`config.mk`:
```
export PLATFORM = sky130hd
export DESIGN_NAME = seg7_readback_flat
export DESIGN_NICKNAME = d
export VERILOG_FILES = /design/src/rtl/seg7_readback_if.sv /design/src/rtl/seg7_readback.sv /design/src/flat_wrapper.sv
export SDC_FILE = /design/constraint.sdc
export NUM_CORES = 1
export LEC_CHECK = 0
export CORE_MARGIN = 4
export CORE_UTILIZATION = 40
export CTS_CLUSTER_DIAMETER = 30
export DETAILED_ROUTE_END_ITERATION = 16
export PLACE_DENSITY = 0.61
export SLEW_MARGIN = 20
export SYNTH_ARGS = -nofsm -noshare
export SYNTH_HDL_FRONTEND = slang
export SYNTH_SLANG_ARGS = --single-unit
```
`constraint.sdc`:
```
create_clock -name clk -period 1.88 [get_ports clk]
set_input_delay 0.376 -clock clk [delete_from_list [all_inputs] [get_ports clk]]
set_output_delay 0.376 -clock clk [all_outputs]
set_load 0.05 [all_outputs]
```
`src/rtl/seg7_readback_if.sv`:
```
// seg7_readback_if
//   Output side of the seven-segment readback decoder: the captured word,
//   its per-digit invalid flags, the valid/ready handshake and the sticky
//   overrun flag.
//   master : decoder side (drives data_out, digit_invalid, out_valid, overrun)
//   slave  : consumer side (drives out_ready)
interface seg7_readback_if;
  logic [11:0] data_out;
  logic [2:0]  digit_invalid;
  logic        out_valid;
  logic        out_ready;
  logic        overrun;

  modport master (
    output data_out,
    output digit_invalid,
    output out_valid,
    output overrun,
    input  out_ready
  );

  modport slave (
    input  data_out,
    input  digit_invalid,
    input  out_valid,
    input  overrun,
    output out_ready
  );
endinterface

```
`src/rtl/seg7_readback.sv`:
```
// seg7_readback
//   Loopback monitor for the three-digit seven-segment display bus. It
//   watches the active-low segment lines, waits for the pattern to stay
//   stable for STABLE_CYCLES samples, decodes each digit back to a hex
//   nibble and offers the 12-bit result in a one-word output slot.
//
//   Ports
//     clk     : rising-edge clock
//     rst     : synchronous active-high reset
//     seg_H/M/L : segment lines, bit 0 = a .. bit 6 = g, 0 = lit
//     out_if  : output slot (data_out, digit_invalid, out_valid,
//               out_ready, overrun)
//
//   Output slot FSM
//     state    | meaning
//     ---------+----------------------------------------------------
//     ST_EMPTY | no word held; a capture loads the slot
//     ST_FULL  | word held; out_ready frees it, a capture while not
//              | ready is dropped and flagged as overrun
module seg7_readback #(
  parameter int unsigned STABLE_CYCLES = 4
) (
  input  logic       clk,
  input  logic       rst,
  input  logic [6:0] seg_H,
  input  logic [6:0] seg_M,
  input  logic [6:0] seg_L,
  seg7_readback_if.master out_if
);

  localparam int unsigned CNT_W = (STABLE_CYCLES > 2) ? $clog2(STABLE_CYCLES) : 1;
  localparam logic [CNT_W-1:0] CNT_MAX = CNT_W'(STABLE_CYCLES - 1);

  typedef enum logic {
    ST_EMPTY = 1'b0,
    ST_FULL  = 1'b1
  } state_t;

  // Returns {invalid, nibble}; unknown glyphs decode to nibble 0.
  function automatic logic [4:0] decode_glyph(input logic [6:0] seg);
    logic [4:0] res;
    case (seg)
      7'h40:   res = 5'h00;
      7'h79:   res = 5'h01;
      7'h24:   res = 5'h02;
      7'h30:   res = 5'h03;
      7'h19:   res = 5'h04;
      7'h12:   res = 5'h05;
      7'h02:   res = 5'h06;
      7'h78:   res = 5'h07;
      7'h00:   res = 5'h08;
      7'h18:   res = 5'h09;
      7'h08:   res = 5'h0A;
      7'h03:   res = 5'h0B;
      7'h46:   res = 5'h0C;
      7'h21:   res = 5'h0D;
      7'h06:   res = 5'h0E;
      7'h0E:   res = 5'h0F;
      default: res = 5'h10;
    endcase
    return res;
  endfunction

  state_t           state_q, state_d;
  logic [20:0]      samp_q, samp_d;
  logic [CNT_W-1:0] cnt_q, cnt_d;
  logic [20:0]      last_pat_q, last_pat_d;
  logic             first_q, first_d;
  logic [11:0]      data_q, data_d;
  logic [2:0]       inv_q, inv_d;
  logic             overrun_q, overrun_d;

  logic [20:0] seg_now;
  logic        capture;
  logic        load;
  logic [4:0]  dec_h, dec_m, dec_l;

  always_comb begin
    seg_now = {seg_H, seg_M, seg_L};
    samp_d  = seg_now;

    if (seg_now == samp_q) begin
      cnt_d = (cnt_q == CNT_MAX) ? cnt_q : cnt_q + CNT_W'(1);
    end else begin
      cnt_d = '0;
    end

    // A pattern identical to the last captured one is never re-offered;
    // first_q lets the very first pattern after reset through regardless.
    capture = (cnt_q == CNT_MAX) && ((samp_q != last_pat_q) || first_q);

    dec_h = decode_glyph(samp_q[20:14]);
    dec_m = decode_glyph(samp_q[13:7]);
    dec_l = decode_glyph(samp_q[6:0]);

    state_d    = state_q;
    data_d     = data_q;
    inv_d      = inv_q;
    last_pat_d = last_pat_q;
    first_d    = first_q;
    overrun_d  = overrun_q;
    load       = 1'b0;

    case (state_q)
      ST_EMPTY: begin
        if (capture) begin
          load    = 1'b1;
          state_d = ST_FULL;
        end
      end
      ST_FULL: begin
        if (out_if.out_ready) begin
          if (capture) begin
            load = 1'b1;
          end else begin
            state_d = ST_EMPTY;
          end
        end else if (capture) begin
          // last_pat is left alone so the pattern is still pending when
          // the slot frees.
          overrun_d = 1'b1;
        end
      end
      default: state_d = ST_EMPTY;
    endcase

    if (load) begin
      data_d     = {dec_h[3:0], dec_m[3:0], dec_l[3:0]};
      inv_d      = {dec_h[4], dec_m[4], dec_l[4]};
      last_pat_d = samp_q;
      first_d    = 1'b0;
    end
  end

  always_ff @(posedge clk) begin
    if (rst) begin
      state_q    <= ST_EMPTY;
      samp_q     <= '0;
      cnt_q      <= '0;
      last_pat_q <= '0;
      first_q    <= 1'b1;
      data_q     <= '0;
      inv_q      <= '0;
      overrun_q  <= 1'b0;
    end else begin
      state_q    <= state_d;
      samp_q     <= samp_d;
      cnt_q      <= cnt_d;
      last_pat_q <= last_pat_d;
      first_q    <= first_d;
      data_q     <= data_d;
      inv_q      <= inv_d;
      overrun_q  <= overrun_d;
    end
  end

  assign out_if.data_out      = data_q;
  assign out_if.digit_invalid = inv_q;
  assign out_if.out_valid     = (state_q == ST_FULL);
  assign out_if.overrun       = overrun_q;

endmodule

```
`src/flat_wrapper.sv`:
```
// flat-port wrapper written by rule: the top's interface ports become plain ports
module seg7_readback_flat 
#(
  parameter int unsigned STABLE_CYCLES = 4
)
  (clk, rst, seg_H, seg_M, seg_L, out_if_data_out, out_if_digit_invalid, out_if_out_valid, out_if_overrun, out_if_out_ready);
  seg7_readback_if out_if_i ();
  input  logic clk;
  input  logic rst;
  input  logic [6:0] seg_H;
  input  logic [6:0] seg_M;
  input  logic [6:0] seg_L;
  output wire logic [$bits(out_if_i.data_out)-1:0] out_if_data_out;
  output wire logic [$bits(out_if_i.digit_invalid)-1:0] out_if_digit_invalid;
  output wire logic [$bits(out_if_i.out_valid)-1:0] out_if_out_valid;
  output wire logic [$bits(out_if_i.overrun)-1:0] out_if_overrun;
  input wire logic [$bits(out_if_i.out_ready)-1:0] out_if_out_ready;
  assign out_if_data_out = out_if_i.data_out;
  assign out_if_digit_invalid = out_if_i.digit_invalid;
  assign out_if_out_valid = out_if_i.out_valid;
  assign out_if_overrun = out_if_i.overrun;
  assign out_if_i.out_ready = out_if_out_ready;
  seg7_readback #(.STABLE_CYCLES(STABLE_CYCLES)) u_core (.clk(clk), .rst(rst), .seg_H(seg_H), .seg_M(seg_M), .seg_L(seg_L), .out_if(out_if_i));
endmodule
```
==> results.md <==
Global route:
- The initial antenna violation count came to 0.
- Global routing used approximately 17% of the available tracks across all layers.
- Entering global routing, the biggest net connects 33 pins.
- The first global-routing pass estimated 15300 um of wire.
- For this run the aggregate overflow at the end of global routing stands at 0.
- The number of global-route vias before repair is 3092.

Final layout:
- Once layout is done, the placed cells without fillers occupy 4760 um2.
- After filler insertion, the fill cell instance count of the layout stands at 805.
- The area growth from synthesis to final layout is 28.8%.
- Once layout is complete, the cells apart from fillers number around 610.
- In the final design database the tool counted 520 nets.
- The post-route netlist has about 19% of its cells at a drive strength greater than 1.
- The number of inserted diodes is 0.
- Once layout is complete, the utilization of the core stands at 53.8%.

CTS:
- The clock passes through at most 2 buffers.
- At the later pin of the worst-skew pair, clock insertion delay measures 0.34 ns.
- The buffer cell driving the clock tree root is clkbuf_8.
- TritonCTS built the clock tree.
- The number of CTS-inserted buffers is 9.
- The depth of the CTS H-tree is 3.
- The clock-pin slew on the worst setup and hold paths is roughly 0.070 ns.
- The total number of clock tree sinks is 62.

Yosys:
- The most frequently used flop master after synthesis is dfxtp_1.
- The post-synthesis cell type with the largest combined area is dfxtp_1.
- In this run, synthesis inferred 0 flip-flops with an integrated enable.
- For this run, the number of Yosys warnings is 0.
- Yosys attributes the largest share of cell area to dfxtp_1 34%, mux2i_1 7.3%, xor2_1 6.6%, nand2_1 6.2%, nor2b_1 5.3%.
- The cell area that synthesis handed to floorplanning was approximately 3700 um2.
- The net count after synthesis is ~470.
- In this run, distinct cell masters in the synthesized netlist total 63.
- The top cell type by area accounts for 33.6% of the synthesized area.
- The synthesized instance count is 440.
- In this run the mean area of a mapped cell was roughly 8.4 um2.
- Of the synthesized area, sequential elements account for approximately 34%.
- The post-synthesis async set-or-reset flop share is 0%.
- Synthesis inferred 62 register bits.

Worst setup path:
- For the worst setup path, the data required time is approximately 2.2 ns.
- Data on the critical path arrives at its endpoint at between 2 and 2.5 ns.
- Walking the worst path, the cells encountered are xor2_1 -> nor4_2 -> buf_4 -> nand4_1 -> o21ai_4 -> buf_6 -> mux2i_4.
- In this design, the stage delay of the slowest critical-path cell is ~0.33 ns.
- The number of buffers and inverters on the critical path is 2.
- On the critical path the largest part of the delay comes from simple AND/OR/NAND/NOR gates.
- The setup path with the least slack is of type reg -> reg.
- The startpoint class of the critical path is a register.
- The endpoint class of the critical path is a register.
- The slowest stage of the critical path is the dfxtp_2 cell.
- The critical-path maximum fanout is 3.

Drt:
- In the routed layout, each cell is associated on average with a via count of 5.41.
- Summed over all layers, the routed wires come to between 9000 and 10000 um.
- The detailed-router iteration count before antenna repair is 4.
- For this block, the initial DRC count from the detailed router was between 150 and 200.
- The wire length per cell after detailed routing is around 15 um.
- The antenna violation net count after detailed routing is 0.
- The via count is 3288.
- The number of design rule violations left after detail routing is 0.

Timing:
- The highest clock frequency the design can meet is ~530 MHz.
- The number of hold violations in the final report is 0.
- The actual transition at the worst max-transition pin is between 0.5 and 0.6 ns.
- The routed design could run at a clock period as short as between 1.5 and 2 ns.
- The worst hold slack is ~0.46 ns.
- Setup violations remaining at the end of the flow were counted as 1.
- The period utilization is 100%.
- The worst pin sits at a relative slew slack of between 60% and 70%.
- The minimum setup slack in the final design is -0.00537 ns.
- Setup repair after global routing could not meet its margin everywhere.
- On the final layout, the worst clock skew is between 0.004 and 0.005 ns.
- The max-slew violation count was 0.

Power:
- The maximum resistive drop on vdd is ~0.00039 V.
- Summed over all cells, the static leakage comes to a little under 2 nW.
- In this run the power density over the cells is roughly 660 nW/um2.

Place:
- The count of placed standard cells including taps is roughly 600.
- The final RePlAce weighted congestion is about 0.85.
- Before CTS, the worst setup slack after placement is -0.0647 ns.
- Detailed placement ended at an HPWL of between 6000 and 7000 um.
- After detailed placement, the total cell area comes to between 4000 and 5000 um2.
- The number of I/O port buffers is 40.

Floorplan:
- The die height is approximately 100 um.
- The die covers 10800 um2.
- The die is around 100 um wide.
- The effective utilization at floorplan is a little over two fifths.
- The I/O pin count is a little over 40.
- The floorplan has 34 rows.
- The core outline area is approximately 8800 um2.

Flow run:
- Across the run, the number of max-cap violations was 0.

Hold path:
- The worst hold path belongs to the class reg -> reg.

Status:
- The checks that failed: negative setup slack.
- The run finished, with violations left.
## synthesized netlist by cell type (7+ instances only)
cell	number
buf_2	12
clkbuf_1	15
dfxtp_1	62
inv_1	9
mux2i_1	27
nand2_1	61
nand2b_1	9
nand3_1	7
nand4_1	9
nor2_1	17
nor2b_1	31
nor3_1	14
nor3b_1	9
nor4_1	9
o21ai_0	10
xnor2_1	19
xor2_1	28
## final timing paths
| path | cells past startpoint | startpoint | slack [ns] | endpoint |
|---|---|---|---|---|
| setup / recovery | 7 | u_core.last_pat_q[11] | -0.005 | u_core.out_if.digit_invalid[2] |
| hold reg to reg | 2 | u_core.out_if.overrun | 0.46 | u_core.out_if.overrun |
| setup reg to reg | 7 | u_core.last_pat_q[11] | -0.005 | u_core.out_if.digit_invalid[2] |
| hold / removal | 2 | u_core.out_if.overrun | 0.46 | u_core.out_if.overrun |
## layer usage
layer	vias to the layer above	part of all wire [%]	track usage, %
li1	1655	-	-
met1	1539	48	23.6
met2	84	46	26.7
met3	10	4.2	3.48
met4	0	1.3	6.55
met5	-	0	0
## kinds of logic (layout without fill, tap and decap cells)
family                     count (synthesis)  count (layout)  synth area share (%)
xor gates and xnor gates                  47              47                  11.1
DFF                                       62              62                  33.6
AOI/OAI and AO/OA                         59              59                  12.1
buffers and inverters                     47             107                  6.00
and+or+nand+nor                          195             195                  28.8
muxes                                     29              29                  7.93
adders and majority gates                  1               1                 0.339
## where the power goes
group	internal, W	leakage [nW]	switching (W)	total, W
clock network	0.000750	0.109	0.000568	0.00132
registers	0.00134	0.508	0.0000258	0.00136
logic	0.000226	1.32	0.000251	0.000477
total	0.00231	1.94	0.000845	0.00316
## state kept, by name, indices dropped and copies added, names as in the netlist
| register | flops |
|---|---|
| u_core.cnt_q | 2 |
| u_core.first_q | 1 |
| u_core.last_pat_q | 21 |
| u_core.out_if.data_out | 12 |
| u_core.out_if.digit_invalid | 3 |
| u_core.out_if.out_valid | 1 |
| u_core.out_if.overrun | 1 |
| u_core.samp_q | 21 |
## worst reg2reg max path: cells and delay by family (launching register included)
kind                   cells  cell delay, ns
AND/OR/NAND/NOR            2            0.49
flip-flops                 1            0.33
buffers and inverters      2            0.33
AO/OA/AOI/OAI              1            0.28
multiplexers               1            0.22
XOR/XNOR                   1            0.17
## metrics by stage
stage	total power, W	TNS, ns
finish	0.00316	-0.00537
global route	0.00329	-0.660
CTS	0.00318	0
detailed placement	0.00186	-0.309
global placement	0.00186	-0.137
floorplan	0.00168	0
## area by class of cell
cell class	instances	area [um2]	area share, %
Sequential cell	62	1250	26.3
Clock inverter	7	98.8	2.08
Clock buffer	9	124	2.60
Multi-Input combinational cell	331	2320	48.7
Inverter	9	33.8	0.710
Tap cell	108	135	2.84
Timing Repair Buffer	82	795	16.7
## timing repair
action	CTS	global route
pin swaps	0	6
setup buffers	0	1
gates cloned	0	1
hold buffers	0	0
endpoints found under the setup margin	15	43
resized for setup	7	32
## cells in the final DEF (no fill, tap or decap), types with 3 or more instances in the layout
cell / count
buf_4: 41
and3b_1: 3
nor2_1: 16
o31ai_1: 4
nor3b_1: 9
clkbuf_8: 9
nand2_1: 61
xnor2_1: 19
nor4_2: 3
nor3_1: 14
nor4b_1: 4
mux2i_1: 26
clkinv_4: 3
and3_1: 5
nor2b_1: 31
o211ai_1: 3
o21ai_0: 8
nand3_1: 7
a211oi_1: 3
a31oi_1: 3
or4_1: 3
a21oi_1: 5
nand4_1: 9
dlymetal6s2s_1: 5
inv_1: 9
nor4_1: 6
dlygate4sd2_1: 3
a221oi_1: 4
dfxtp_2: 9
clkdlybuf4s50_1: 25
buf_12: 5
xor2_1: 26
dfxtp_1: 53
nand2b_1: 9
No activity file was read; power rests on OpenSTA's default activity.
